**config.mk**
```make
export PLATFORM = sky130hd
export DESIGN_NAME = frog_lfsr_bank
export DESIGN_NICKNAME = d
export VERILOG_FILES = /design/src/rtl/frog_pkg.sv /design/src/rtl/frog_lfsr_lane.sv /design/src/rtl/frog_lfsr_bank.sv
export SDC_FILE = /design/constraint.sdc
export NUM_CORES = 1
export LEC_CHECK = 0
export CAP_MARGIN = 20
export CORE_MARGIN = 5
export CORE_UTILIZATION = 45
export DETAILED_ROUTE_END_ITERATION = 8
export GPL_ROUTABILITY_DRIVEN = 0
export SLEW_MARGIN = 10
export SYNTH_ARGS = -nofsm -noshare
export SYNTH_HDL_FRONTEND = slang
export SYNTH_SLANG_ARGS = --single-unit
```
**constraint.sdc**
```tcl
create_clock -name clk -period 1.64 [get_ports clk]
set_input_delay 0.246 -clock clk [delete_from_list [all_inputs] [get_ports clk]]
set_output_delay 0.246 -clock clk [all_outputs]
set_load 0.01 [all_outputs]
```
**src/rtl/frog_pkg.sv**
```systemverilog
// frog_pkg: shared types for the frog LFSR bank.
// FSM state encoding and lane step-mode constants.
package frog_pkg;

  typedef enum logic [1:0] {
    IDLE = 2'd0,
    LOAD = 2'd1,
    TEST = 2'd2
  } state_e;

  localparam logic MODE_FIB = 1'b0;
  localparam logic MODE_GAL = 1'b1;

endpackage

```
**src/rtl/frog_lfsr_lane.sv**
```systemverilog
// frog_lfsr_lane: one LFSR lane with serial load,
// Fibonacci/Galois step, reseed and a zero flag.
module frog_lfsr_lane
  import frog_pkg::*;
#(
  parameter int unsigned      WIDTH  = 8,
  parameter logic [WIDTH-1:0] RESEED = WIDTH'(1)
) (
  input  logic clk,
  input  logic rst_n,
  input  logic shift_i,
  input  logic tap_i,
  input  logic seed_i,
  input  logic clr_taps_i,
  input  logic step_i,
  input  logic mode_i,
  input  logic reseed_i,
  output logic out_o,
  output logic zero_o
);

  logic [WIDTH-1:0] lfsr_q, lfsr_d;
  logic [WIDTH-1:0] taps_q, taps_d;
  logic             fb;

  assign fb     = ^(lfsr_q & taps_q);
  assign out_o  = lfsr_q[0];
  assign zero_o = (lfsr_q == '0);

  // A shift always wins; the top never steps a lane it is loading.
  always_comb begin
    lfsr_d = lfsr_q;
    taps_d = taps_q;
    if (shift_i) begin
      taps_d = {tap_i, taps_q[WIDTH-1:1]};
      lfsr_d = {seed_i, lfsr_q[WIDTH-1:1]};
    end else if (clr_taps_i) begin
      taps_d = '0;
    end else if (reseed_i) begin
      lfsr_d = RESEED;
    end else if (step_i) begin
      unique case (mode_i)
        MODE_FIB: lfsr_d = {fb, lfsr_q[WIDTH-1:1]};
        MODE_GAL: lfsr_d = (lfsr_q >> 1) ^ (lfsr_q[0] ? taps_q : '0);
        default:  lfsr_d = lfsr_q;
      endcase
    end
  end

  always_ff @(posedge clk or negedge rst_n) begin
    if (!rst_n) begin
      lfsr_q <= '0;
      taps_q <= '0;
    end else begin
      lfsr_q <= lfsr_d;
      taps_q <= taps_d;
    end
  end

endmodule

```
**src/rtl/frog_lfsr_bank.sv**
```systemverilog
// frog_lfsr_bank: NCH LFSR lanes behind one serial
// program/seed port, with lock detect and test flush.
module frog_lfsr_bank
  import frog_pkg::*;
#(
  parameter int unsigned      WIDTH       = 8,
  parameter int unsigned      NCH         = 4,
  parameter bit               AUTO_RESEED = 1'b1,
  parameter logic [WIDTH-1:0] RESEED      = WIDTH'(1),
  localparam int unsigned     SW = (NCH > 1) ? $clog2(NCH) : 1
) (
  input  logic           clk,
  input  logic           rst_n,
  input  logic           load_i,
  input  logic [SW-1:0]  sel_i,
  input  logic           program_i,
  input  logic           seed_i,
  input  logic           test_i,
  input  logic           run_i,
  input  logic           galois_i,
  output logic [NCH-1:0] out_o,
  output logic [NCH-1:0] valid_o,
  output logic [NCH-1:0] lock_o,
  output logic           busy_o,
  output logic           test_done_o
);

  localparam int unsigned CW = $clog2(WIDTH + 1);

  state_e           state_q, state_d;
  logic [CW-1:0]    cnt_q;
  logic [SW-1:0]    cur_ch_q;
  logic [NCH-1:0]   valid_q, valid_d;
  logic [NCH-1:0]   lock_q, lock_d;
  logic             done_q;

  logic             start_ld, start_tst, ld_end, ld_full, last_tst;
  logic [SW-1:0]    ld_ch;
  logic [NCH-1:0]   shift, clr, owned, step_en, zero;

  assign start_ld  = load_i && (state_q != LOAD);
  assign ld_ch     = start_ld ? sel_i : cur_ch_q;
  assign start_tst = (state_q == IDLE) && test_i && !load_i;
  assign ld_end    = (state_q == LOAD) && !load_i;
  assign ld_full   = (cnt_q == CW'(WIDTH));
  assign last_tst  = (state_q == TEST) && !load_i
                   && (cnt_q == CW'(WIDTH - 1));

  always_ff @(posedge clk or negedge rst_n) begin
    if (!rst_n) state_q <= IDLE;
    else        state_q <= state_d;
  end

  always_comb begin
    state_d = state_q;
    unique case (state_q)
      IDLE: begin
        if (load_i)      state_d = LOAD;
        else if (test_i) state_d = TEST;
      end
      LOAD: if (!load_i) state_d = IDLE;
      TEST: begin
        if (load_i)        state_d = LOAD;
        else if (last_tst) state_d = IDLE;
      end
      default: state_d = IDLE;
    endcase
  end

  always_comb begin
    busy_o      = (state_q != IDLE);
    test_done_o = done_q;
    valid_o     = valid_q;
    lock_o      = lock_q;
  end

  genvar g;
  generate
    for (g = 0; g < NCH; g++) begin : g_lane
      assign shift[g] = (load_i && ld_ch == SW'(g))
                     || (state_q == TEST && !load_i
                         && cur_ch_q == SW'(g));
      assign clr[g]   = start_tst && (sel_i == SW'(g));
      // The lane owned by LOAD/TEST must not free-run.
      assign owned[g] = shift[g] || clr[g]
                     || (busy_o && cur_ch_q == SW'(g));
      assign step_en[g] = run_i && valid_q[g] && !owned[g];

      frog_lfsr_lane #(
        .WIDTH  (WIDTH),
        .RESEED (RESEED)
      ) u_lane (
        .clk        (clk),
        .rst_n      (rst_n),
        .shift_i    (shift[g]),
        .tap_i      (program_i && load_i),
        .seed_i     (seed_i && load_i),
        .clr_taps_i (clr[g]),
        .step_i     (step_en[g] && !zero[g]),
        .mode_i     (galois_i),
        .reseed_i   (step_en[g] && zero[g] && AUTO_RESEED),
        .out_o      (out_o[g]),
        .zero_o     (zero[g])
      );
    end
  endgenerate

  always_comb begin
    valid_d = valid_q;
    lock_d  = lock_q | (step_en & zero);
    for (int i = 0; i < NCH; i++) begin
      if (ld_end && cur_ch_q == SW'(i)) begin
        valid_d[i] = ld_full;
        if (ld_full) lock_d[i] = 1'b0;
      end else if (clr[i]) begin
        valid_d[i] = 1'b0;
      end
    end
  end

  always_ff @(posedge clk or negedge rst_n) begin
    if (!rst_n) begin
      cnt_q    <= '0;
      cur_ch_q <= '0;
      valid_q  <= '0;
      lock_q   <= '0;
      done_q   <= 1'b0;
    end else begin
      valid_q <= valid_d;
      lock_q  <= lock_d;
      done_q  <= last_tst;
      if (start_ld || start_tst) cur_ch_q <= sel_i;
      if (start_ld)                cnt_q <= CW'(1);
      else if (load_i && !ld_full) cnt_q <= cnt_q + 1'b1;
      else if (load_i)             cnt_q <= cnt_q;
      else if (state_q == TEST)    cnt_q <= cnt_q + 1'b1;
      else                         cnt_q <= '0;
    end
  end

endmodule

```
==> summary.md, run 1 <==
| Metric | Value |
|---|---|
| Outcome | `finished with violations` |
| Failing checks | `setup timing` |
| Worst Reg-to-Reg Cells | `9` |
| Post-Synth Adder-Cell Area | `0.5263%` |
| Post-synthesis simple-gate area fraction | `20.45%` |
| Routed Antenna Nets | `0` |
| Cell leakage power | `0.002804 µW` |
| Core Util, Final | `65.60%` |
| Post-Syn Area per Cell | `between 8 and 9 µm²` |
| Clk pin slew, worst setup/hold paths | `around 0.090 ns` |
| Die area | `12720 µm²` |
| Ranking of synthesized cells by area | `dfrtp_1, nand2_1, o21ai_0, a32oi_1, xnor2_1` |
| DRC | `0` |
| Final setup vio count | `57` |
| Final-layout fill cell count | `823` |
| Initial antenna violation count | `0` |
| Die Y | `112.8 µm` |
| Crit path top cell by count | `buf_6` |
| Post-Syn Area | `4755 µm²` |
| RSZ-0062 raised after global routing | `yes` |
| Nets@finish | `687` |
| WP buf/inv | `3` |
| Worst R2R Start | `state_q[0]` |
| Pwr/cell area | `1205 nW/µm²` |
| Worst Path Arrival | `2.07 ns` |
| Slowest stage delay, CP | `0.39 ns` |
| Fmax | `562.6 MHz` |
| Ant diodes | `0` |
| Final hold vios | `0` |
| Crit start category | `flop` |
| Wire length per cell | `16.87 µm` |
| VDD IR max | `0.0005873 V` |
| Final period util | `108.4%` |
| Synth Register Bits | `81` |
| Vias/cell | `5.647` |
| Mux contribution to synthesized area | `0.7105%` |
| CP max FO | `7` |
| Register area share after synthesis | `42.63%` |
| Mapped Cells | `555` |
| CP Class | `flop to flop` |
| Vias in the first global route | `4565` |
| Crit-path cells | `buf_6 -> nor4b_4 -> buf_6 -> buf_6 -> nand3_4 -> and4_4 -> nand2_8 -> o22ai_2 -> a21oi_1` |
| CP max-delay cell | `dfrtp_1` |
| Period minus WS final | `1.778 ns` |
| Area occupied by multi-input gates | `between 2000 and 3000 µm²` |
| Die width | `approximately 110 µm` |
| Post-synth top area share | `42.63%` |
| Xor and xnor fraction of the mapped netlist area | `5.526%` |
| Mapped Nets | `around 570` |
| CTS tree | `yes` |
| Main combinational cell family by area after synthesis | `compound AO/OA/AOI/OAI gates` |
| Clk buf depth | `2` |
| Std cell rows | `37` |
| Iter 0 DRT Violations | `297` |
| Setup ws final | `-0.1376 ns` |
| Post-synth EDFFs | `0` |
| Compound-gate portion of the synthesized area | `a little under a quarter` |
| CTS root buf | `clkbuf_8` |
| Post-layout instance area | `6773 µm²` |
| Flop-to-flop setup slack | `-0.14 ns` |
| Crit. End Element | `flop` |
| Clk sink count | `81` |
| Clock Latency Late Sink | `0.38 ns` |
| Router iterations before antenna repair | `4` |
| First-pass GRT wire length | `22.60 mm` |
| Yosys warning count | `0` |
| Tot Pwr | `8163 µW` |
| All-Layer GR Usage | `21.68%` |
| Pins Over Slew Limit | `0` |
| CORE AREA | `a little over 10000 µm²` |
| Delay-heaviest family, CP | `simple AND/OR/NAND/NOR gates` |
| H-tree depth | `3` |
| Port-buffer cells | `23` |
| Yosys cell types | `55` |
| Worst-Margin Slew | `0.3918 ns` |
| Vias | `4608` |
| RR Endpoint | `g_lane[3].u_lane.lfsr_q[0]` |
| Clock Skew | `0.01524 ns` |
| Critical Path RT | `1.94 ns` |
| CTS Buf Count | `9` |
| Synth area leader | `dfrtp_1` |
| I/O pins | `24` |
| Gr ovfl total | `0` |
| Post-Route WL | `roughly 14 mm` |
| P&R area growth vs syn | `42.45%` |
| Cell Area, Placed | `5806 µm²` |
| Slew margin rel. | `approximately three quarters` |
| Share of layout cells above drive strength 1 | `about 33%` |
| Dpl hpwl | `8.824 mm` |
| Most used DFF post-synth | `dfrtp_1` |
| Max Cap Violations | `0` |
| Synth async-reset ratio | `100.0%` |
| Largest net degree at the start of global routing | `38` |
| Sequential Area | `2029 µm²` |
| Initial cell density of the core | `~46%` |
| Min-delay worst type | `input pin to async pin` |
[synthesized netlist by cell type, types with 5 or more instances]
master and number:
o22ai_2 7, nand2_1 117, nand3_1 21, buf_4 6, nor2_1 12, xnor2_1 22
and2_1 5, dfrtp_1 81, nor4_1 6, a32oi_1 22, xor2_1 8, buf_2 11
a21oi_1 35, o21ai_0 73, a22oi_1 7, a31oi_1 10, inv_1 32, nor2b_1 7
clkbuf_1 10
[cell families (layout without fill, tap and decap cells)]
| group | after synthesis | count (layout) |
|---|---|---|
| AND/OR/NAND/NOR | 199 | 202 |
| adder cells (fa/ha/maj) | 2 | 2 |
| XOR/XNOR | 30 | 30 |
| multiplexers | 3 | 3 |
| AO/OA/AOI/OAI | 176 | 176 |
| flip-flops | 81 | 81 |
| buffers and inverters | 64 | 186 |
[per-layer routing]
metal	vias to the layer above	part of all wire, %	track usage [%]
met3	28	3.5	3.583
met1	2258	46	29.60
met2	107	48	33.77
met4	0	2.4	10.02
li1	2215	-	-
met5	-	0	0
[layout by cell type (no fill, tap or decap), drive strengths merged, types with 3 or more instances in the layout]
cell type	count
nand2	120
buf	115
dfrtp	81
o21ai	75
a21oi	38
inv	32
nand3	24
xnor2	22
a32oi	22
clkdlybuf4s50	17
nor2	13
clkbuf	12
a31oi	10
o22ai	10
xor2	8
nor2b	8
a22oi	7
nor4	6
and2	5
a2bb2oi	4
nor3	4
and4	3
o22a	3
or3	3
bufinv	3
and3	3
mux2	3
[worst max path at each step]
stage / to / cells past startpoint / startpoint / slack (ns)
floorplan: g_lane[3].u_lane.lfsr_q[5] / 8 / state_q[0] / -0.16
global placement: g_lane[3].u_lane.lfsr_q[0] / 8 / load_i / -0.44
detailed placement: g_lane[3].u_lane.lfsr_q[0] / 8 / load_i / -0.51
CTS: g_lane[2].u_lane.lfsr_q[0] / 7 / state_q[1] / -0.15
global route: g_lane[3].u_lane.lfsr_q[1] / 9 / state_q[0] / -0.22
finish: g_lane[3].u_lane.lfsr_q[0] / 9 / state_q[0] / -0.14
[per-stage QoR]
stage | std cells | setup TNS [ns] | setup WS, ns | hold slack [ns]
3_5_place_dp | 769 | -30.53 | -0.5102 | 0.1484
6_report | 816 | -3.837 | -0.1376 | 0.2904
4_1_cts | 804 | -3.934 | -0.1502 | 0.2859
3_3_place_gp | 769 | -26.29 | -0.4428 | 0.1473
2_1_floorplan | 555 | -2.857 | -0.1584 | -0.04959
5_1_grt | 816 | -8.491 | -0.2247 | 0.2970
[what timing repair did]
action,4_1_cts,5_1_grt
gates resized for setup,83,72
setup buffers,12,11
hold buffers,1,0
setup endpoints to repair,76,76
gates cloned,6,2
pin swaps,27,36
hold endpoints to repair,16,0
[registers in the layout, indices dropped and copies added, names as in the netlist]
| signal | count |
|---|---|
| state_q | 2 |
| lock_o | 4 |
| cnt_q | 4 |
| cur_ch_q | 2 |
| g_lane.u_lane.taps_q | 32 |
| g_lane.u_lane.lfsr_q | 32 |
| test_done_o | 1 |
| valid_o | 4 |
[layout make-up]
| class | count | area share (%) |
|---|---|---|
| multi-input combinational | 413 | 42.40 |
| clock buffer | 11 | 2.088 |
| sequential | 81 | 29.96 |
| timing repair buffer | 138 | 19.75 |
| tap | 136 | 2.512 |
| clock inverter | 5 | 1.515 |
| inverter | 32 | 1.774 |
[power by group]
| part | switching (µW) | leakage [µW] | internal, µW | total [µW] |
|---|---|---|---|---|
| Clock | 784 | 0.000120 | 1050 | 1840 |
| Sequential | 717 | 0.00104 | 2570 | 3290 |
| Combinational | 1430 | 0.00164 | 1610 | 3040 |
(Power assumes the default switching activity.)
==> inputs of run 2 (changes only) <==
--- a/config.mk
+++ b/config.mk
@@ -5,6 +5,7 @@
 export SDC_FILE = /design/constraint.sdc
 export NUM_CORES = 1
 export LEC_CHECK = 0
+export ABC_CLOCK_PERIOD_IN_PS = 1640
 export CAP_MARGIN = 20
 export CORE_MARGIN = 5
 export CORE_UTILIZATION = 45
==> results of run 2 <==
Final layout, timing and power as in run 1 (identical DEF).
==> inputs of run 3 (changes only) <==
--- a/config.mk
+++ b/config.mk
@@ -11,6 +11,7 @@
 export CORE_UTILIZATION = 45
 export DETAILED_ROUTE_END_ITERATION = 8
 export GPL_ROUTABILITY_DRIVEN = 0
+export PLACE_DENSITY_LB_ADDON = 0.05
 export SLEW_MARGIN = 10
 export SYNTH_ARGS = -nofsm -noshare
 export SYNTH_HDL_FRONTEND = slang
==> run 3 against run 2 <==
The flow still finishes with violations (setup timing). Hold slack improved by 0.13 ns. First-iteration DRC count rose by 1.3%. Core utilization is 3.5 points higher. Critical path depth unchanged. Sequential power barely moved. Final cell count up 0.74%. Sequential share of layout area is 1.5 points lower. Wire length rose by 0.65%. Critical endpoint is now g_lane[1].u_lane.lfsr_q[0].
==> summary.md, run 3 (same netlist as run 1, synthesis figures left out) <==
| Metric | Value |
|---|---|
| Min-delay worst type | `input pin to async pin (unchanged)` |
| Outcome | `finished with violations (unchanged)` |
| First-pass GRT wire length | `22.76 mm (was 22.60 mm)` |
| Gr ovfl total | `0 (unchanged)` |
| Core Util, Final | `69.08% (was 65.60%)` |
| Slew margin rel. | `69.67% (was 73.88%)` |
| Critical Path RT | `1.91 ns (was 1.94 ns)` |
| P&R area growth vs syn | `50.00% (was 42.45%)` |
| Fmax | `535.0 MHz (was 562.6 MHz)` |
| Setup TNS | `-7.670 ns (was -3.837 ns)` |
| Cell Area, Placed | `5858 µm² (was 5806 µm²)` |
| Initial antenna violation count | `0 (unchanged)` |
| Router iterations before antenna repair | `5 (was 4)` |
| Final hold vios | `0 (unchanged)` |
| Final setup vio count | `68 (was 57)` |
| Port-buffer cells | `23 (unchanged)` |
| Std cell rows | `37 (unchanged)` |
| Clk sink count | `81 (unchanged)` |
| Clock Latency Late Sink | `0.38 ns (about the same)` |
| Iter 0 DRT Violations | `301 (was 297)` |
| Final period util | `114.0% (was 108.4%)` |
| DRC | `0 (unchanged)` |
| CTS tree | `yes (unchanged)` |
| Vias in the first global route | `4503 (was 4565)` |
| Wire length per cell | `16.85 µm (was 16.87 µm)` |
| Crit start category | `flop (unchanged)` |
| Period minus WS final | `1.869 ns (was 1.778 ns)` |
| Final-layout fill cell count | `774 (was 823)` |
| Pwr/cell area | `1156 nW/µm² (was 1205 nW/µm²)` |
| I/O pins | `24 (unchanged)` |
| CTS root buf | `clkbuf_8 (unchanged)` |
| VDD IR max | `0.0006735 V (was 0.0005873 V)` |
| H-tree depth | `3 (unchanged)` |
| CORE AREA | `10320 µm² (unchanged)` |
| Initial cell density of the core | `46.06% (unchanged)` |
| Worst Path Arrival | `2.14 ns (was 2.07 ns)` |
| Die Y | `112.8 µm (unchanged)` |
| DP Worst Slack | `-0.5506 ns (was -0.5102 ns)` |
| CP max FO | `5 (was 7)` |
| Flop-to-flop setup slack | `-0.23 ns (was -0.14 ns)` |
| Clock Skew | `0.006835 ns (was 0.01524 ns)` |
| Hold_ws | `0.4224 ns (was 0.2904 ns)` |
| Vias/cell | `5.579 (was 5.647)` |
| Worst-Margin Slew | `0.4550 ns (was 0.3918 ns)` |
| CP Class | `flop to flop (unchanged)` |
| Setup ws final | `-0.2291 ns (was -0.1376 ns)` |
| Vias | `4586 (was 4608)` |
| Pins Over Slew Limit | `0 (unchanged)` |
| Clk buf depth | `2 (unchanged)` |
| Top Registers | `g_lane.u_lane.lfsr_q: 32 flops, g_lane.u_lane.taps_q: 32 flops (unchanged)` |
| Post-layout instance area | `7132 µm² (was 6773 µm²)` |
| Clk pin slew, worst setup/hold paths | `0.08 ns (was 0.09 ns)` |
| Max Cap Violations | `0 (unchanged)` |
| Largest net degree at the start of global routing | `82 (was 38)` |
| Share of layout cells above drive strength 1 | `37.90% (was 33.24%)` |
| Ant diodes | `0 (unchanged)` |
| Most frequent cells in the layout | `nand2_1, dfrtp_1, buf_4, o21ai_1, inv_1 (was nand2_1, buf_4, dfrtp_1, o21ai_1, inv_1)` |
| All-Layer GR Usage | `21.95% (was 21.68%)` |
| Die area | `12720 µm² (unchanged)` |
| Failing checks | `setup timing (unchanged)` |
| Post-Route WL | `13.85 mm (was 13.76 mm)` |
| Routed Antenna Nets | `0 (unchanged)` |
| Crit. End Element | `flop (unchanged)` |
| Dpl hpwl | `8.423 mm (was 8.824 mm)` |
| CTS Buf Count | `9 (unchanged)` |
| Nets@finish | `693 (was 687)` |
| Die width | `112.8 µm (unchanged)` |
| RSZ-0062 raised after global routing | `yes (unchanged)` |
| Leading cell type in the layout, fill and taps excluded | `nand2_1 (unchanged)` |
| Cell leakage power | `0.002956 µW (was 0.002804 µW)` |
[run 3: changes by cell type in the layout (fill, tap and decap cells not counted), moves of 3 or more]
cell	previous run	this run
a21oi_2	7	10
o21ai_1	39	48
nand3_1	18	8
nand3_2	2	8
buf_12	7	15
buf_4	81	69
nand3_4	4	8
a21oi_1	30	27
nand2_1	104	97
buf_6	21	30
nand2_2	9	13
o21ai_0	24	12
[run 3: layout make-up]
class	count	area, µm²	share of cell area (%)
Clock buffer	11	151.4	2.123
Clock inverter	5	77.57	1.088
Inverter	32	120.1	1.684
Multi-Input combinational cell	414	3095	43.40
Sequential cell	81	2029	28.46
Tap cell	136	170.2	2.386
Timing Repair Buffer	143	1488	20.86
[run 3: per-stage QoR]
| step | std cells | total power (µW) |
|---|---|---|
| final | 822 | 8245 |
| after global routing | 822 | 8764 |
| after CTS | 814 | 7957 |
| after detailed placement | 771 | 5907 |
| after global placement | 771 | 5820 |
| after floorplan | 555 | 4823 |
[run 3: routing by layer]
layer  part of all wire (%)  global-route usage (%)
met1                     47                   30.84
met2                     48                   34.24
met3                    3.3                   3.102
met4                    1.8                   8.654
met5                      0                       0
[run 3: worst paths after layout]
check                                             endpoint  cells past startpoint  startpoint
worst min register to register                   lock_o[3]                      1   lock_o[3]
worst max-delay path            g_lane[1].u_lane.lfsr_q[0]                      9  state_q[0]
max in group asynchronous                       valid_o[3]                      3       rst_n
worst min-delay path            g_lane[3].u_lane.lfsr_q[2]                      3       rst_n
min in group clk                                 lock_o[3]                      1   lock_o[3]
worst max register to register  g_lane[1].u_lane.lfsr_q[0]                      9  state_q[0]
[run 3: worst max-delay path, cell delays in order (launching register included)]
cell and delay, ns:
dfrtp_1 0.40, buf_6 0.13, nor4b_4 0.36, buf_4 0.21, buf_12 0.11, nand2_8 0.06
nand3_4 0.12, buf_12 0.12, a32oi_1 0.04, o22a_1 0.21
[run 3: report_power, final]
group / internal [µW] / switching (µW) / total (µW)
clock: 935 / 780 / 1710
combinational: 1690 / 1550 / 3240
sequential: 2570 / 717 / 3290
total: 5200 / 3040 / 8250
[run 3: timing repair]
| action | in CTS | in global routing |
|---|---|---|
| hold endpoints to repair | 81 | 0 |
| pin swaps | 31 | 41 |
| resized for setup | 111 | 113 |
| buffers inserted | 19 | 10 |
| endpoints found under the setup margin | 74 | 79 |
| gates cloned | 9 | 3 |
| hold buffers | 1 | 0 |
